===== config.mk =====
export PLATFORM = sky130hd
export DESIGN_NAME = irq_ctrl
export DESIGN_NICKNAME = d
export VERILOG_FILES = /design/src/rtl/irq_ctrl_pkg.sv /design/src/rtl/irq_ctrl_prio_enc.sv /design/src/rtl/irq_ctrl.sv
export SDC_FILE = /design/constraint.sdc
export NUM_CORES = 1
export LEC_CHECK = 0
export CAP_MARGIN = 25
export CORE_ASPECT_RATIO = 0.6
export CORE_MARGIN = 4
export CORE_UTILIZATION = 37
export CTS_CLUSTER_DIAMETER = 30
export DETAILED_ROUTE_END_ITERATION = 7
export PLACE_DENSITY = 0.81
export SYNTH_ARGS = -nofsm -noshare
export SYNTH_HDL_FRONTEND = slang
export SYNTH_SLANG_ARGS = --single-unit

===== constraint.sdc =====
create_clock -name clk -period 1.92 [get_ports clk]
set_input_delay 0.384 -clock clk [delete_from_list [all_inputs] [get_ports clk]]
set_output_delay 0.384 -clock clk [all_outputs]
set_load 0.005 [all_outputs]

===== src/rtl/irq_ctrl_pkg.sv =====
// Shared definitions for the interrupt controller: register offsets,
// handshake state encodings and the VEC valid-bit position.
package irq_ctrl_pkg;

  localparam logic [2:0] REG_PEND = 3'd0;
  localparam logic [2:0] REG_MASK = 3'd1;
  localparam logic [2:0] REG_MODE = 3'd2;
  localparam logic [2:0] REG_VEC  = 3'd3;
  localparam logic [2:0] REG_EOI  = 3'd4;

  localparam int VEC_VALID_BIT = 31;

  typedef enum logic [1:0] {
    ST_IDLE    = 2'd0,
    ST_REQ     = 2'd1,
    ST_SERVICE = 2'd2
  } state_t;

endpackage


===== src/rtl/irq_ctrl_prio_enc.sv =====
// Lowest-index-wins priority encoder producing {valid, id}; index 0 is
// the highest-priority request.
module irq_prio_enc
  import irq_ctrl_pkg::*;
#(
  parameter int NSRC = 6,
  parameter int IDW  = 4
) (
  input  logic [NSRC-1:0] req,
  output logic            valid,
  output logic [IDW-1:0]  id
);

  // Scan from the top down so the lowest set index is the last assignment.
  always_comb begin
    valid = 1'b0;
    id    = '0;
    for (int i = NSRC - 1; i >= 0; i--) begin
      if (req[i]) begin
        valid = 1'b1;
        id    = IDW'(i);
      end
    end
  end

endmodule


===== src/rtl/irq_ctrl.sv =====
// Interrupt controller: pending latch, mask, fixed priority and the
// request/ack/EOI handshake. Define IRQ_SYNC_EN to add 2-flop src synchronizers.
module irq_ctrl
  import irq_ctrl_pkg::*;
#(
  parameter int NSRC = 6,
  parameter int IDW  = 4
) (
  input  logic            clk,
  input  logic            rst,
  input  logic [29:0]     Addr,
  input  logic            WE,
  input  logic [31:0]     Din,
  output logic [31:0]     Dout,
  input  logic [NSRC-1:0] src,
  input  logic            int_ack,
  output logic            irq,
  output logic [NSRC-1:0] hwint
);

  state_t          state, state_n;
  logic [NSRC-1:0] pend, pend_n, mask, mode;
  logic [NSRC-1:0] src_smp, src_hist, edge_set, w1c, ack_clr, active;
  logic [IDW-1:0]  svc_id, win_id;
  logic            win_vld, ack_take;
  logic            wr_pend, wr_mask, wr_mode, wr_eoi;
  logic [2:0]      reg_sel;
  logic [31:0]     vec;
  logic            unused_bits;

`ifdef IRQ_SYNC_EN
  logic [NSRC-1:0] sync_q1, sync_q2;

  always_ff @(posedge clk or negedge rst) begin
    if (!rst) begin
      sync_q1 <= '0;
      sync_q2 <= '0;
    end else begin
      sync_q1 <= src;
      sync_q2 <= sync_q1;
    end
  end

  assign src_smp = sync_q2;
`else
  assign src_smp = src;
`endif

  assign reg_sel     = Addr[2:0];
  assign unused_bits = ^{Addr[29:3], Din[31:NSRC]};
  assign wr_pend     = WE && (reg_sel == REG_PEND);
  assign wr_mask     = WE && (reg_sel == REG_MASK);
  assign wr_mode     = WE && (reg_sel == REG_MODE);
  assign wr_eoi      = WE && (reg_sel == REG_EOI);

  assign active = pend & mask;
  assign hwint  = active;

  irq_prio_enc #(.NSRC(NSRC), .IDW(IDW)) u_prio (
    .req   (active),
    .valid (win_vld),
    .id    (win_id)
  );

  assign ack_take = (state == ST_REQ) && int_ack && win_vld;
  assign edge_set = src_smp & ~src_hist;
  assign w1c      = wr_pend ? Din[NSRC-1:0] : '0;

  always_comb begin
    ack_clr = '0;
    for (int i = 0; i < NSRC; i++) begin
      if (ack_take && (win_id == IDW'(i))) ack_clr[i] = 1'b1;
    end
  end

  // Level bits follow the line; edge bits hold, clear on W1C/ack, and a new edge wins.
  assign pend_n = (~mode & src_smp) | (mode & ((pend & ~w1c & ~ack_clr) | edge_set));

  always_ff @(posedge clk or negedge rst) begin
    if (!rst) begin
      pend     <= '0;
      mask     <= '0;
      mode     <= '0;
      src_hist <= '0;
      svc_id   <= '0;
    end else begin
      pend     <= pend_n;
      src_hist <= src_smp;
      if (wr_mask)  mask   <= Din[NSRC-1:0];
      if (wr_mode)  mode   <= Din[NSRC-1:0];
      if (ack_take) svc_id <= win_id;
    end
  end

  always_ff @(posedge clk or negedge rst) begin
    if (!rst) state <= ST_IDLE;
    else      state <= state_n;
  end

  always_comb begin
    state_n = state;
    case (state)
      ST_IDLE:    if (|active) state_n = ST_REQ;
      ST_REQ: begin
        if (!win_vld)     state_n = ST_IDLE;
        else if (int_ack) state_n = ST_SERVICE;
      end
      ST_SERVICE: if (wr_eoi) state_n = ST_IDLE;
      default:    state_n = ST_IDLE;
    endcase
  end

  always_comb begin
    irq = 1'b0;
    vec = '0;
    case (state)
      ST_REQ: begin
        irq                = 1'b1;
        vec[VEC_VALID_BIT] = win_vld;
        vec[IDW-1:0]       = win_id;
      end
      ST_SERVICE: begin
        vec[VEC_VALID_BIT] = 1'b1;
        vec[IDW-1:0]       = svc_id;
      end
      default: ;
    endcase
  end

  always_comb begin
    case (reg_sel)
      REG_PEND: Dout = 32'(pend);
      REG_MASK: Dout = 32'(mask);
      REG_MODE: Dout = 32'(mode);
      REG_VEC:  Dout = vec;
      default:  Dout = '0;
    endcase
  end

endmodule


==> impl_metrics.tcl <==
set metrics [dict create \
    status "finished with violations" \
    violations "negative setup slack" \
    gp_congestion 0.936 \
    die_h_um 62.5 \
    yosys.area.top_type_share_pct 39.6 \
    postSynthAreaPerCell_um2 9.84 \
    port_buffers 32 \
    setup_viol 4 \
    tns_ps -286 \
    hp-class "in -> async" \
    start_util_pct 39.1 \
    critical_path_required_ps 1540 \
    finalWorstSetupSlack_ps -120 \
    hold_violations 0 \
    hold_buffers 0 \
    dp.cells 312 \
    ir_worst_vdd_v 0.000545 \
    slew_violations 0 \
    antennaDiodeCount 0 \
    clkTransAtPathRegs_ps 70 \
    fp.dieW_um 98.8 \
    htree_levels 2 \
    core-area_um2 4680 \
    grt_overflow 0 \
    cts_root_buf "clkbuf_8" \
    grt_pass1_vias 1633 \
    cts_tree "yes" \
    slowest_delay_ps 400 \
    drc 0 \
    cts_buffer_depth 2 \
    drt-pass1-iter-count 4 \
    vias 1646 \
    viasPerCell 4.93 \
    synth_cells 186 \
    critPathArrivalTime_ps 1660 \
    synth-seq-cells 29 \
    fin_total_pwr_mw 2.86 \
    drtIter0Drc 123 \
    synth_top_area_cell "dfrtp_1" \
    clk_latency_ps 290 \
    crit_fanout 3 \
    grt_use_total_pct 17.6 \
    wirelength_mm 5.36 \
    place_ws_ps -589 \
    synthTopCellsByArea "dfrtp_1 40%, buf_4 11%, mux2_2 5.5%" \
    ant_nets 0 \
    fmax_mhz 490 \
    finalCritPeriodShare_pct 106 \
    io_pins 111 \
    yosys_most_used_dff "dfrtp_1" \
    instances_no_fill 334 \
    worstPathCellList "inv_2 > ha_4 > nand4b_1 > buf_4 > o22ai_2 > buf_2" \
    power_leakage_nw 1.33 \
    area_delta_synth_final_pct 47.2 \
    fin_nets 345 \
    rsz0062_at_grt "true" \
    max-cap-violations 0 \
    cpMaxStageDelayCell "dfrtp_1" \
    cts_buffers 5 \
    hpwl_mm 3.89 \
    period_needed_ps 2040 \
    worstSetupPathType "reg -> out" \
    start_kind "register" \
    netlist_area_um2 1830 \
    clock_skew_ps 4.18 \
    avgRoutedWirePerCell_um 16.0 \
    end_kind "output pin" \
    cts_sinks 29 \
    drive_gt1_share_pct 39.5 \
    grt_pass1_wl_mm 8.49 \
    synth_edf_count 0 \
    die_area_um2 6170 \
    fp-row-count 19 \
    synth.distinct_cells 42 \
    grt_max_degree 30 \
    synthArstFlopShare_pct 100 \
    antenna_found_initial 0 \
    fillers 416 \
    ys_seq_area_share_pct 39.6 \
    pwr_density_cell_nw_per_um2 1060 \
    yosys_warnings 0 \
]
## per-stage QoR
stage	utilization, %	hold slack (ps)	area [µm²]
floorplan	-	88.4	1920
global placement	50.9	480	2380
detailed placement	50.9	480	2380
CTS	55.7	489	2610
global route	57.5	503	2700
finish	57.5	479	2700
## routing by layer
| layer | share of wire [%] | vias up | GRT usage [%] |
|---|---|---|---|
| li1 | - | 778 | - |
| met1 | 46 | 787 | 26.0 |
| met2 | 44 | 73 | 24.7 |
| met3 | 9.3 | 8 | 5.02 |
| met4 | 1.2 | 0 | 5.28 |
| met5 | 0 | - | 0 |
## final cells by class
type | instances | area (µm²) | area share (%)
clock buffer | 6 | 82.6 | 3.06
sequential | 29 | 732 | 27.2
multi-input combinational | 143 | 1060 | 39.2
inverter | 7 | 26.3 | 0.975
clock inverter | 2 | 13.8 | 0.511
timing repair buffer | 84 | 706 | 26.2
tap | 63 | 78.8 | 2.92
## synthesized netlist by cell type, types with 2 or more instances
cell type,n
a21o_1,2
a21oi_1,15
a22o_1,5
a22oi_1,2
a32oi_1,2
and2_1,2
buf_2,4
buf_4,26
dfrtp_1,29
ha_1,3
inv_1,7
mux2_1,4
mux2_2,9
mux2i_1,6
nand2_1,22
nand3_1,5
nand4b_1,2
nor2_1,13
o2111ai_1,2
o21ai_0,2
o22ai_1,3
## state kept, by name (all words and copies together) (netlist names)
| register | flops |
|---|---|
| mask | 6 |
| mode | 6 |
| pend | 6 |
| src_hist | 6 |
| state | 2 |
| svc_id | 3 |
## path summary, 6_finish.rpt
kind / start / endpoint / slack, ps / cells past startpoint
worst max-delay path: state[0] / Dout[2] / -120 / 6
worst min-delay path: rst / src_hist[3] / 480 / 2
worst max register to register: state[1] / pend[2] / 220 / 7
worst min register to register: svc_id[2] / svc_id[2] / 490 / 1
max in group asynchronous: rst / pend[0] / 1150 / 2
min in group clk: svc_id[2] / svc_id[2] / 490 / 1
## where the power goes
group | total [mW] | internal, mW | switching [mW]
registers | 0.908 | 0.756 | 0.152
clock network | 0.539 | 0.290 | 0.249
logic | 1.41 | 0.760 | 0.654
total | 2.86 | 1.81 | 1.05
## timing repair
| item | 4_1_cts | 5_1_grt |
|---|---|---|
| gates cloned | 0 | 0 |
| pin swaps | 7 | 3 |
| endpoints found under the setup margin | 10 | 11 |
| setup buffers | 10 | 4 |
| gates resized for setup | 44 | 22 |
## cells by family (layout without fill, tap and decap cells)
logic type               count (synthesis)  after routing  synth area share, %
AND/OR/NAND/NOR                         55             55                 16.7
AO/OA/AOI/OAI                           41             41                 16.6
buffers and inverters                   38             99                 13.5
flip-flops                              29             29                 39.6
multiplexers                            19             19                 11.3
adder cells (fa/ha/maj)                  3              3                 2.05
other                                    1             25                0.205
## critical path: cells and delay by family (launching register included)
kind | cells | cell delay (ps)
DFF | 1 | 400
buffers and inverters | 3 | 400
adders and majority gates | 1 | 250
and+or+nand+nor | 1 | 160
AOI/OAI and AO/OA | 1 | 160
## cells in the final DEF, fill, tap and decap left out, drive strengths merged, types with 2 or more instances in the layout
| cell | count |
|---|---|
| a21o | 2 |
| a21oi | 15 |
| a22o | 6 |
| a22oi | 3 |
| a32oi | 2 |
| and2 | 3 |
| buf | 56 |
| clkbuf | 8 |
| clkdlybuf4s15 | 2 |
| clkdlybuf4s50 | 18 |
| clkinv | 2 |
| conb | 25 |
| dfrtp | 29 |
| dlygate4sd2 | 2 |
| dlymetal6s2s | 4 |
| ha | 3 |
| inv | 7 |
| mux2 | 13 |
| mux2i | 6 |
| nand2 | 22 |
| nand3 | 6 |
| nand4b | 2 |
| nor2 | 13 |
| nor4 | 2 |
| o2111ai | 2 |
| o21ai | 3 |
| o22ai | 3 |
Note: power is estimated with default switching activity, not from simulation.
